$ cat src/rtl/ctrlsoc_flash_arb_pkg.sv
// ctrlsoc_flash_arb_pkg: arbiter states, owner encodings and statistics width
package ctrlsoc_flash_arb_pkg;
    typedef enum logic [1:0] {IDLE, GRANT, SWITCH} state_t;
    localparam logic OWNER_CPU = 1'b0;
    localparam logic OWNER_DMA = 1'b1;
    localparam int STAT_W = 16;
endpackage

$ cat src/rtl/ctrlsoc_flash_arb_satcnt.sv
// ctrlsoc_flash_arb_satcnt: saturating up-counter with synchronous clear
module ctrlsoc_flash_arb_satcnt #(
    parameter int W = 16
) (
    input  logic         clk,
    input  logic         resetn,
    input  logic         clr,
    input  logic         inc,
    output logic [W-1:0] q
);
    always_ff @(posedge clk)
        if (!resetn || clr) q <= '0;
        else if (inc && q != '1) q <= q + 1'b1;
endmodule

$ cat src/rtl/ctrlsoc_flash_arb.sv
// ctrlsoc_flash_arb: two-port QSPI flash read arbiter; CTRLSOC_FLASH_ARB_STATS_EN enables statistics counters
module ctrlsoc_flash_arb
    import ctrlsoc_flash_arb_pkg::*;
#(
    parameter int ADDR_W      = 24,
    parameter int MAX_BURST   = 16,
    parameter int HOLD_CYCLES = 4
) (
    input  logic              clk,
    input  logic              resetn,
    input  logic              r0_valid,
    input  logic [ADDR_W-1:0] r0_addr,
    output logic              r0_ready,
    input  logic              r1_valid,
    input  logic [ADDR_W-1:0] r1_addr,
    output logic              r1_ready,
    output logic [31:0]       rdata,
    output logic              f_valid,
    output logic [ADDR_W-1:0] f_addr,
    input  logic              f_ready,
    input  logic [31:0]       f_rdata,
    output logic              owner,
    output logic              busy,
    input  logic              stat_clr,
    output logic [STAT_W-1:0] stat_words0,
    output logic [STAT_W-1:0] stat_words1,
    output logic [STAT_W-1:0] stat_wait0,
    output logic [STAT_W-1:0] stat_wait1
);
    localparam logic [7:0] BURST_LAST = 8'(MAX_BURST - 1);
    localparam logic [7:0] BURST_MAX  = 8'(MAX_BURST);
    localparam logic [7:0] HOLD_LAST  = 8'(HOLD_CYCLES - 1);
    localparam logic [7:0] HOLD_MAX   = 8'(HOLD_CYCLES);

    state_t      state, state_n;
    logic        owner_n, rr_last, rr_last_n, f_valid_q;
    logic [7:0]  burst_cnt, burst_n, hold_cnt, hold_n;
    logic        in_grant, own_valid, oth_valid, fwd, yield;
    logic [ADDR_W-1:0] own_addr;

    assign in_grant  = state == GRANT;
    assign own_valid = owner ? r1_valid : r0_valid;
    assign oth_valid = owner ? r0_valid : r1_valid;
    assign own_addr  = owner ? r1_addr : r0_addr;
    assign f_valid   = in_grant && own_valid && !f_ready;
    assign f_addr    = in_grant ? own_addr : '0;
    // only a ready answering a word the engine actually saw requested is forwarded
    assign fwd       = in_grant && f_ready && f_valid_q && own_valid;
    assign r0_ready  = fwd && owner == OWNER_CPU;
    assign r1_ready  = fwd && owner == OWNER_DMA;
    assign rdata     = fwd ? f_rdata : '0;
    assign busy      = state != IDLE;
    assign yield     = oth_valid && ((fwd && burst_cnt >= BURST_LAST) ||
                                     (!own_valid && hold_cnt >= HOLD_LAST));

    always_comb begin
        state_n   = state;
        owner_n   = owner;
        rr_last_n = rr_last;
        burst_n   = burst_cnt;
        hold_n    = hold_cnt;
        case (state)
            IDLE: if (r0_valid || r1_valid) begin
                state_n = GRANT;
                owner_n = (r0_valid && r1_valid) ? !rr_last : r1_valid;
                burst_n = '0;
                hold_n  = '0;
            end
            GRANT: begin
                burst_n = (fwd && burst_cnt != BURST_MAX) ? burst_cnt + 1'b1 : burst_cnt;
                hold_n  = own_valid ? 8'd0 : (hold_cnt == HOLD_MAX ? hold_cnt : hold_cnt + 1'b1);
                if (yield) state_n = SWITCH;
                else if (!r0_valid && !r1_valid && hold_cnt == HOLD_MAX) begin
                    state_n   = IDLE;
                    rr_last_n = owner;
                end
            end
            SWITCH: begin
                state_n   = GRANT;
                owner_n   = !owner;
                rr_last_n = owner;
                burst_n   = '0;
                hold_n    = '0;
            end
            default: state_n = IDLE;
        endcase
    end

    always_ff @(posedge clk)
        if (!resetn) begin
            state     <= IDLE;
            owner     <= OWNER_CPU;
            rr_last   <= 1'b1;
            burst_cnt <= '0;
            hold_cnt  <= '0;
            f_valid_q <= 1'b0;
        end else begin
            state     <= state_n;
            owner     <= owner_n;
            rr_last   <= rr_last_n;
            burst_cnt <= burst_n;
            hold_cnt  <= hold_n;
            f_valid_q <= f_valid;
        end

`ifdef CTRLSOC_FLASH_ARB_STATS_EN
    logic wait0, wait1;
    assign wait0 = r0_valid && (state != GRANT || owner != OWNER_CPU);
    assign wait1 = r1_valid && (state != GRANT || owner != OWNER_DMA);
    ctrlsoc_flash_arb_satcnt #(.W(STAT_W)) u_words0 (.clk, .resetn, .clr(stat_clr), .inc(r0_ready), .q(stat_words0));
    ctrlsoc_flash_arb_satcnt #(.W(STAT_W)) u_words1 (.clk, .resetn, .clr(stat_clr), .inc(r1_ready), .q(stat_words1));
    ctrlsoc_flash_arb_satcnt #(.W(STAT_W)) u_wait0  (.clk, .resetn, .clr(stat_clr), .inc(wait0), .q(stat_wait0));
    ctrlsoc_flash_arb_satcnt #(.W(STAT_W)) u_wait1  (.clk, .resetn, .clr(stat_clr), .inc(wait1), .q(stat_wait1));
`else
    logic unused_stat_clr;
    assign unused_stat_clr = stat_clr;
    assign stat_words0 = '0;
    assign stat_words1 = '0;
    assign stat_wait0  = '0;
    assign stat_wait1  = '0;
`endif
endmodule
$ cat config.mk
export PLATFORM = sky130hd
export DESIGN_NAME = ctrlsoc_flash_arb
export DESIGN_NICKNAME = d
export VERILOG_FILES = /design/src/rtl/ctrlsoc_flash_arb_pkg.sv /design/src/rtl/ctrlsoc_flash_arb_satcnt.sv /design/src/rtl/ctrlsoc_flash_arb.sv
export SDC_FILE = /design/constraint.sdc
export NUM_CORES = 1
export LEC_CHECK = 0
export ABC_AREA = 1
export ABC_CLOCK_PERIOD_IN_PS = 3800
export BUFFER_PORTS_ARGS = -buffer_cell sky130_fd_sc_hd__buf_4
export CORE_AREA = 2 2 82 84
export CTS_BUF_LIST = sky130_fd_sc_hd__clkbuf_16
export DETAILED_ROUTE_END_ITERATION = 8
export DIE_AREA = 0 0 84 86
export MAX_ROUTING_LAYER = met4
export PLACE_DENSITY = 0.82
export SLEW_MARGIN = 0
export SYNTH_ARGS = -nofsm -noshare
export SYNTH_HDL_FRONTEND = slang
export SYNTH_SLANG_ARGS = --single-unit
$ cat constraint.sdc
create_clock -name clk -period 3.8 [get_ports clk]
set_clock_uncertainty 0.1 [all_clocks]
set_input_delay 0.38 -clock clk [delete_from_list [all_inputs] [get_ports clk]]
set_output_delay 0.38 -clock clk [all_outputs]
set_load 0.05 [all_outputs]
==> impl_metrics.csv, run 1 <==
group,metric,value,unit
clock_network,cts_buffers,3,
sta,whs,0.2079,ns
place,place.gp.congestion,0.9244,
global_route,track_usage,0.2032,
sta,finalSetupViolCount,0,
die,fp.dieW,84,µm
yosys,syn_area_per_cell,5.815,µm²
layout,drive_above_1_share,0.3088,
worst_setup_path,cp_data_arrival_time,2.22,ns
pwr,p_per_area,316.2,nW/µm²
drt,dr.pass1.iters,4,
drt,drc,0,
worst_setup_path,critical_path_class,"reg -> out",
die,rows,29,
clock_network,cts_sinks,21,
die,initial_core_util,0.3761,
sta,worst_slack,1.104,ns
layout,nets,639,
drt,dr_total_vias,2683,
pwr,peakVddDrop,0.2073,mV
yosys,synth_cell_types,28,
sta,timing.final.crit_share,0.7095,
clock_network,root_buffer,"clkbuf_16",
sta,hold_viol,0,
pwr,total_power,1.057,mW
drt,vias_per_cell,4.320,
clock_network,clock_path_buffers,2,
min_path,hold_class,"in -> reg",
yosys,ys_seq_elements,21,
yosys,synth_area,2361,µm²
global_route,grt_max_degree,35,
pwr,p_leak,1.897,nW
worst_setup_path,end_kind,"output port",
clock_network,path_clk_slew,0.06,ns
sta,min_period,2.696,ns
die,coreArea,6277,µm²
drt,drtIter0Drc,119,
sta,drv_slew,0,
layout,fin_util,0.5324,
global_route,first_global_vias,2510,
worst_setup_path,cp.required,3.32,ns
yosys,synthCells,406,
clock_network,insertion_delay,0.26,ns
layout,syn_to_final_growth,41.55,%
drt,antenna_left,0,
drt,wl_per_cell,12.03,µm
die,io_pins,211,
sta,relSlewSlack,0.6504,
yosys,synth_warnings,0,
sta,rsz0062_at_grt,"no",
outcome,status,"finished clean",
worst_setup_path,path_max_fanout,34,
sta,tightestPinTransition,0.5237,ns
global_route,antenna_found_initial,0,
clock_network,cts_tree,"yes",
clock_network,postCtsResizedCells,0,
yosys,yosysSeqAreaShare,0.1781,
global_route,grt_first_pass_wirelength,11.81,mm
worst_setup_path,start_kind,"flop",
sta,setup-tns-final,0,ns
sta,fmax,370.9,MHz
yosys,synth-edff-count,0,
yosys,ys_async_sr_fraction,0,
layout,antenna_cells,0,
yosys,ys.flop_type,"dfxtp_1",
place,post-place-ws,1.374,ns
place,io_buffers,145,
die,die_y,86,µm
place,hpwlAfterDp,6.069,mm
drt,routed_wl,7.471,mm
job,cap_viol_max_count,0,
global_route,grt_overflow,0,
clock_network,htree_levels,1,
clock_network,hold_buffers,0,
clock_network,postCtsSetupBuffers,0,
die,die_area,7224,µm²
==> state kept, by name (all words and copies together), names as in the netlist <==
name,count
burst_cnt,8
f_valid_q,1
hold_cnt,8
owner,1
rr_last,1
state,2
==> Yosys cell counts, types with 2 or more instances <==
cell type | count | area, µm²
a21oi_1 | 21 | 105.1
buf_2 | 4 | 20.02
buf_4 | 65 | 488.0
clkbuf_1 | 6 | 22.52
dfxtp_1 | 21 | 420.4
ha_1 | 8 | 100.1
inv_1 | 53 | 198.9
inv_2 | 5 | 18.77
nand2_1 | 42 | 157.7
nand2_2 | 4 | 25.02
nand2_4 | 4 | 45.04
nand3_1 | 9 | 45.04
nand4_1 | 3 | 18.77
nor2_1 | 107 | 401.6
nor2_2 | 2 | 12.51
nor3_1 | 2 | 10.01
o21ai_0 | 38 | 190.2
xor2_1 | 2 | 17.52
==> layer usage <==
metal / track usage / part of all wire
met1: 0.2590 / 0.42
met2: 0.3491 / 0.51
met3: 0.02502 / 0.063
met4: 0.03959 / 0.012
met5: - / 0
==> per-stage QoR <==
step / cells / instance area (µm²)
2_1_floorplan: 469 / 2597
3_3_place_gp: 617 / 3263
4_1_cts: 621 / 3342
5_1_grt: 621 / 3342
3_5_place_dp: 617 / 3263
6_report: 621 / 3342
==> worst max-delay path: stages (launching register included) <==
cell     delay, ns
dfxtp_1       0.29
buf_4         0.21
inv_2         0.41
nand2_2       0.12
nand2_4       0.14
nor2_4        0.05
inv_2         0.39
nor2_1        0.11
buf_4         0.22
==> final timing paths <==
path / endpoint / slack [ns] / cells past startpoint / startpoint
setup reg to reg: hold_cnt[6]$_SDFFE_PN0P_ / 1.79 / 12 / owner$_SDFFE_PN0P_
setup / recovery: rdata[30] / 1.10 / 8 / owner$_SDFFE_PN0P_
hold reg to reg: hold_cnt[7]$_SDFFE_PN0P_ / 0.37 / 2 / hold_cnt[7]$_SDFFE_PN0P_
hold / removal: f_valid_q$_SDFF_PN0_ / 0.21 / 2 / f_ready
==> cell type report <==
type	instances	area, µm²
clock buffer	3	75.07
clock inverter	1	3.754
fill	641	2935
inverter	60	226.5
multi-input combinational	312	1416
sequential	21	420.4
tap	77	96.34
timing repair buffer	147	1104
==> logic make-up (layout without fill, tap and decap cells) <==
group / Yosys count / after routing / share of synthesized area
other: 1 / 64 / 0.001588
AO/OA/AOI/OAI: 60 / 60 / 0.1282
flip-flops: 21 / 21 / 0.1781
adder cells (fa/ha/maj): 8 / 8 / 0.04240
XOR/XNOR: 3 / 3 / 0.01113
AND/OR/NAND/NOR: 177 / 177 / 0.3164
buffers and inverters: 136 / 211 / 0.3222
==> power by group <==
part           switching [mW]  internal [mW]
registers             0.00806          0.231
logic                   0.439          0.157
clock network          0.0816          0.140
total                   0.528          0.529
==> layout by cell type, fill, tap and decap left out, types with 2 or more instances in the layout <==
| master | synthesis | layout |
|---|---|---|
| a21oi_1 | 21 | 21 |
| buf_4 | 65 | 147 |
| clkbuf_16 | 0 | 3 |
| conb_1 | 1 | 64 |
| dfxtp_1 | 21 | 21 |
| ha_1 | 8 | 8 |
| inv_1 | 53 | 54 |
| inv_2 | 5 | 5 |
| nand2_1 | 42 | 42 |
| nand2_2 | 4 | 4 |
| nand2_4 | 4 | 4 |
| nand3_1 | 9 | 9 |
| nand4_1 | 3 | 3 |
| nor2_1 | 107 | 107 |
| nor2_2 | 2 | 2 |
| nor3_1 | 2 | 2 |
| o21ai_0 | 38 | 38 |
| xor2_1 | 2 | 2 |
No activity file was read; power rests on OpenSTA's default activity.
==> run 2: changes to the inputs <==
- ABC_CLOCK_PERIOD_IN_PS: 3800 -> 2500
- CORE_AREA: 2 2 82 84 -> unset
- CORE_ASPECT_RATIO: unset -> 0.9
- CORE_MARGIN: unset -> 2
- CORE_UTILIZATION: unset -> 38
- DIE_AREA: 0 0 84 86 -> unset
- PLACE_DENSITY: 0.82 -> 0.83
- clock period: 3.8 -> 2.5 ns (I/O delays scaled with it)
==> impl_metrics.csv, run 2 (synthesis results as in run 1) <==
group,metric,value,unit
outcome,status,"finished clean",
place,hpwlAfterDp,5.528,mm
sta,finalSetupViolCount,0,
pwr,peakVddDrop,0.3428,mV
global_route,antenna_found_initial,0,
layout,syn_to_final_growth,41.60,%
drt,vias_per_cell,4.266,
sta,drv_slew,0,
die,fp.dieW,87.09,µm
clock_network,postCtsResizedCells,0,
sta,relSlewSlack,0.6394,
global_route,track_usage,0.1881,
clock_network,cts_sinks,21,
clock_network,postCtsSetupBuffers,0,
die,initial_core_util,0.3904,
layout,postLayoutCellArea,3343,µm²
drt,routed_wl,6.906,mm
worst_setup_path,start_kind,"flop",
sta,setup-tns-final,0,ns
clock_network,cts_tree,"yes",
layout,mostFrequentLayoutCell,"buf_4",
worst_setup_path,crit_start,"state[1]$_SDFFE_PN0P_",
worst_setup_path,path_max_fanout,34,
place,io_buffers,145,
clock_network,path_clk_slew,0.06,ns
pwr,p_leak,1.902,nW
worst_setup_path,r2r_slack,0.72,ns
layout,nets,640,
drt,drc,0,
min_path,hold_class,"in -> reg",
drt,dr_total_vias,2632,
sta,rsz0062_at_grt,"no",
layout,finalNonFillerCells,617,
sta,whs,0.07175,ns
drt,drtIter0Drc,82,
clock_network,cts_buffers,3,
worst_setup_path,r2r_start,"state[0]$_SDFFE_PN0P_",
layout,antenna_cells,0,
place,dp_cells,613,
worst_setup_path,cp.required,2.15,ns
layout,final_cell_mix,"buf_4 (148), nor2_1 (107), conb_1 (64)",
layout,reg.largest.list,"burst_cnt x8, hold_cnt x8, state x2",
layout,drive_above_1_share,0.3101,
place,dpl_cell_area,3264,µm²
clock_network,insertion_delay,0.26,ns
global_route,grt_overflow,0,
die,die_area,6861,µm²
clock_network,htree_levels,1,
clock_network,clock_path_buffers,2,
die,coreArea,6047,µm²
global_route,grt_max_degree,35,
job,cap_viol_max_count,0,
sta,min_period,2.266,ns
layout,fin_util,0.5529,
sta,fmax,441.3,MHz
worst_setup_path,critical_path_class,"reg -> out",
worst_setup_path,end_kind,"output port",
worst_setup_path,cp_data_arrival_time,1.92,ns
die,die_y,78.78,µm
place,place.gp.congestion,0.9320,
sta,tightestPinTransition,0.5401,ns
worst_setup_path,r2r_cells,10,
drt,dr.pass1.iters,4,
clock_network,root_buffer,"clkbuf_16",
global_route,first_global_vias,2374,
worst_setup_path,worstSetupEndpoint,"rdata[2]",
drt,wl_per_cell,11.19,µm
die,io_pins,211,
drt,antenna_left,0,
sta,hold_viol,0,
layout,fillers,604,
pwr,p_per_area,484.0,nW/µm²
global_route,grt_first_pass_wirelength,10.48,mm
die,rows,27,
worst_setup_path,rr_endpoint,"burst_cnt[4]$_SDFFE_PN0P_",
sta,timing.final.crit_share,0.9064,
clock_network,hold_buffers,0,
## run 2: cell types whose count changed in the layout (fill, tap and decap cells not counted), sizes merged
cell  before  now
buf      147  148
## run 2: through the flow
step | setup slack [ns] | power (mW)
final | 0.2340 | 1.618
after floorplan | 0.09704 | 1.100
after global routing | 0.05634 | 1.705
after CTS | 0.1996 | 1.618
after detailed placement | 0.4729 | 1.274
after global placement | 0.5405 | 1.264
## run 2: worst min path at each step
stage / from / to / slack, ns / depth (start not counted)
floorplan: f_ready / f_valid_q$_SDFF_PN0_ / 0.23 / 1
global placement: f_ready / f_valid_q$_SDFF_PN0_ / 0.34 / 2
detailed placement: f_ready / f_valid_q$_SDFF_PN0_ / 0.34 / 2
CTS: f_ready / f_valid_q$_SDFF_PN0_ / 0.07 / 2
global route: f_ready / f_valid_q$_SDFF_PN0_ / 0.08 / 2
finish: f_ready / f_valid_q$_SDFF_PN0_ / 0.07 / 2
## run 2: power breakdown
part	internal, mW	total, mW	switching [mW]
combinational	0.241	0.904	0.663
clock	0.214	0.346	0.132
sequential	0.352	0.368	0.0167
total	0.807	1.62	0.812
## run 2: area by class of cell
type | count | area [µm²] | area share
multi-input cells | 312 | 1416 | 0.4237
repair buffers | 148 | 1111 | 0.3323
flip-flops and latches | 21 | 420.4 | 0.1257
inverters | 60 | 226.5 | 0.06774
well taps | 72 | 90.09 | 0.02695
clock buffers | 3 | 75.07 | 0.02246
clock inverters | 1 | 3.754 | 0.001123
## run 2: critical path, stage by stage, from the launching register on
cell	delay, ns
dfxtp_1	0.34
inv_1	0.09
ha_1	0.29
nand3_1	0.16
nor2_4	0.16
inv_2	0.22
nor2_1	0.17
buf_4	0.22
## run 2: layer usage
metal	share of wire	vias to the layer above	GRT usage
met5	0	-	-
met3	0.075	4	0.02911
met4	0.0072	0	0.04063
met1	0.40	1163	0.2182
met2	0.52	74	0.3405
li1	-	1391	-
==> run 3: changes to the inputs <==
- ABC_CLOCK_PERIOD_IN_PS: 2500 -> 2900
- CORE_AREA: unset -> 2 2 82 84
- CORE_ASPECT_RATIO: 0.9 -> unset
- CORE_MARGIN: 2 -> unset
- CORE_UTILIZATION: 38 -> unset
- DIE_AREA: unset -> 0 0 84 86
- PLACE_DENSITY: 0.83 -> 0.82
- clock period: 2.5 -> 2.9 ns (I/O delays scaled with it)
==> impl_metrics.csv, run 3 (synthesis results as in run 1) <==
group,metric,value,unit
global_route,track_usage,0.1971,
sta,timing.final.crit_share,0.8096,
outcome,status,"finished clean",
worst_setup_path,critical_path_class,"reg -> out",
clock_network,cts_tree,"yes",
place,dp_cells,618,
sta,finalSetupViolCount,0,
sta,whs,0.1286,ns
layout,antenna_cells,0,
worst_setup_path,r2r_start,"state[1]$_SDFFE_PN0P_",
clock_network,path_clk_slew,0.06,ns
drt,wl_met1,3.018,mm
die,die_area,7224,µm²
clock_network,postCtsSetupBuffers,0,
drt,wl_met3,564,µm
clock_network,htree_levels,1,
worst_setup_path,slowest_stage,"dfxtp_1",
worst_setup_path,rr_endpoint,"burst_cnt[4]$_SDFFE_PN0P_",
worst_setup_path,end_kind,"output port",
layout,mostFrequentLayoutCell,"buf_4",
worst_setup_path,r2r_slack,1.10,ns
job,cap_viol_max_count,0,
worst_setup_path,r2r_cells,9,
pwr,peakVddDrop,0.4116,mV
clock_network,cts_sinks,21,
worst_setup_path,path_cells,"inv_1 -> ha_1 -> nand3_1 -> nor2_4 -> inv_2 -> nor2_1 -> buf_4",
min_path,min_path_cells,2,
layout,reg.largest.list,"burst_cnt x8, hold_cnt x8, state x2",
drt,routed_wl,7.537,mm
place,hpwlAfterDp,6.129,mm
drt,dr_total_vias,2707,
layout,nets,640,
drt,top_layer_used,"met4",
drt,drtIter0Drc,115,
place,place.gp.congestion,0.8941,
die,initial_core_util,0.3761,
sta,drv_slew,0,
layout,seqCellArea,420.4,µm²
worst_setup_path,crit_start,"state[1]$_SDFFE_PN0P_",
die,fp.dieW,84,µm
worst_setup_path,cp.required,2.51,ns
sta,relSlewSlack,0.6533,
worst_setup_path,start_kind,"flop",
drt,drc,0,
clock_network,clock_path_buffers,2,
drt,wl_met2,3.895,mm
min_path,hold_class,"in -> reg",
sta,min_period,2.348,ns
die,rows,29,
place,io_buffers,145,
drt,antenna_left,0,
global_route,grt_max_degree,35,
sta,hold_viol,0,
die,die_y,86,µm
drt,wl_per_cell,12.12,µm
clock_network,root_buffer,"clkbuf_16",
layout,final_cell_mix,"buf_4 (148), nor2_1 (107), conb_1 (64)",
layout,fillers,626,
pwr,p_leak,1.902,nW
worst_setup_path,cpPeakStageDelay,0.34,ns
drt,vias_per_cell,4.352,
global_route,grt_overflow,0,
sta,fmax,425.9,MHz
sta,setup-tns-final,0,ns
global_route,antenna_found_initial,0,
drt,dr.pass1.iters,4,
global_route,grt_first_pass_wirelength,11.56,mm
sta,rsz0062_at_grt,"no",
layout,syn_to_final_growth,41.87,%
clock_network,cts_buffers,3,
die,io_pins,211,
layout,multi_input_area,1416,µm²
global_route,first_global_vias,2426,
clock_network,insertion_delay,0.26,ns
layout,drive_above_1_share,0.3101,
layout,finalNonFillerCells,622,
sta,tightestPinTransition,0.5192,ns
worst_setup_path,path_max_fanout,34,
worst_setup_path,cp_data_arrival_time,1.96,ns
die,coreArea,6277,µm²
clock_network,postCtsResizedCells,0,
pwr,p_per_area,415.1,nW/µm²
clock_network,hold_buffers,0,
worst_setup_path,worstSetupEndpoint,"r0_ready",
run 3: cell counts in the layout (fill, tap and decap cells not counted):
No cell type changed its count.
run 3: worst max-delay path, delay by kind of cell, from the launching register on:
kind,cells,cell delay (ns)
fa+ha+maj,1,0.30
buf+inv,3,0.52
flops,1,0.34
simple gates,3,0.53
run 3: layout make-up:
type                            count  area share
Tap cell                           77     0.02876
Sequential cell                    21      0.1255
Inverter                           60     0.06761
Timing Repair Buffer              148      0.3317
Clock inverter                      1    0.001121
Multi-Input combinational cell    312      0.4229
Clock buffer                        3     0.02241
run 3: worst min path at each step:
stage | end | from
6_report | f_valid_q$_SDFF_PN0_ | f_ready
5_1_grt | f_valid_q$_SDFF_PN0_ | f_ready
4_1_cts | f_valid_q$_SDFF_PN0_ | f_ready
3_5_place_dp | hold_cnt[7]$_SDFFE_PN0P_ | hold_cnt[7]$_SDFFE_PN0P_
3_3_place_gp | hold_cnt[7]$_SDFFE_PN0P_ | hold_cnt[7]$_SDFFE_PN0P_
2_1_floorplan | f_valid_q$_SDFF_PN0_ | f_ready
run 3: metal layers:
metal,global-route usage,vias up
met5,-,-
met4,0.03372,0
met3,0.03176,6
met2,0.3396,105
met1,0.2478,1213
li1,-,1383
run 3: metrics by stage:
step / setup slack (ns) / utilization / total power [mW] / instance area, µm²
final: 0.5522 / 0.5336 / 1.390 / 3349
after global routing: 0.3934 / 0.5336 / 1.464 / 3349
after CTS: 0.5473 / 0.5336 / 1.390 / 3349
after detailed placement: 0.8615 / 0.5210 / 1.101 / 3271
after global placement: 0.8903 / 0.5210 / 1.093 / 3271
after floorplan: 0.4570 / - / 0.9481 / 2597
run 3: power breakdown:
part	switching (mW)	total (mW)	internal, mW
clock	0.108	0.292	0.184
sequential	0.0142	0.317	0.303
combinational	0.573	0.781	0.208
total	0.695	1.39	0.695
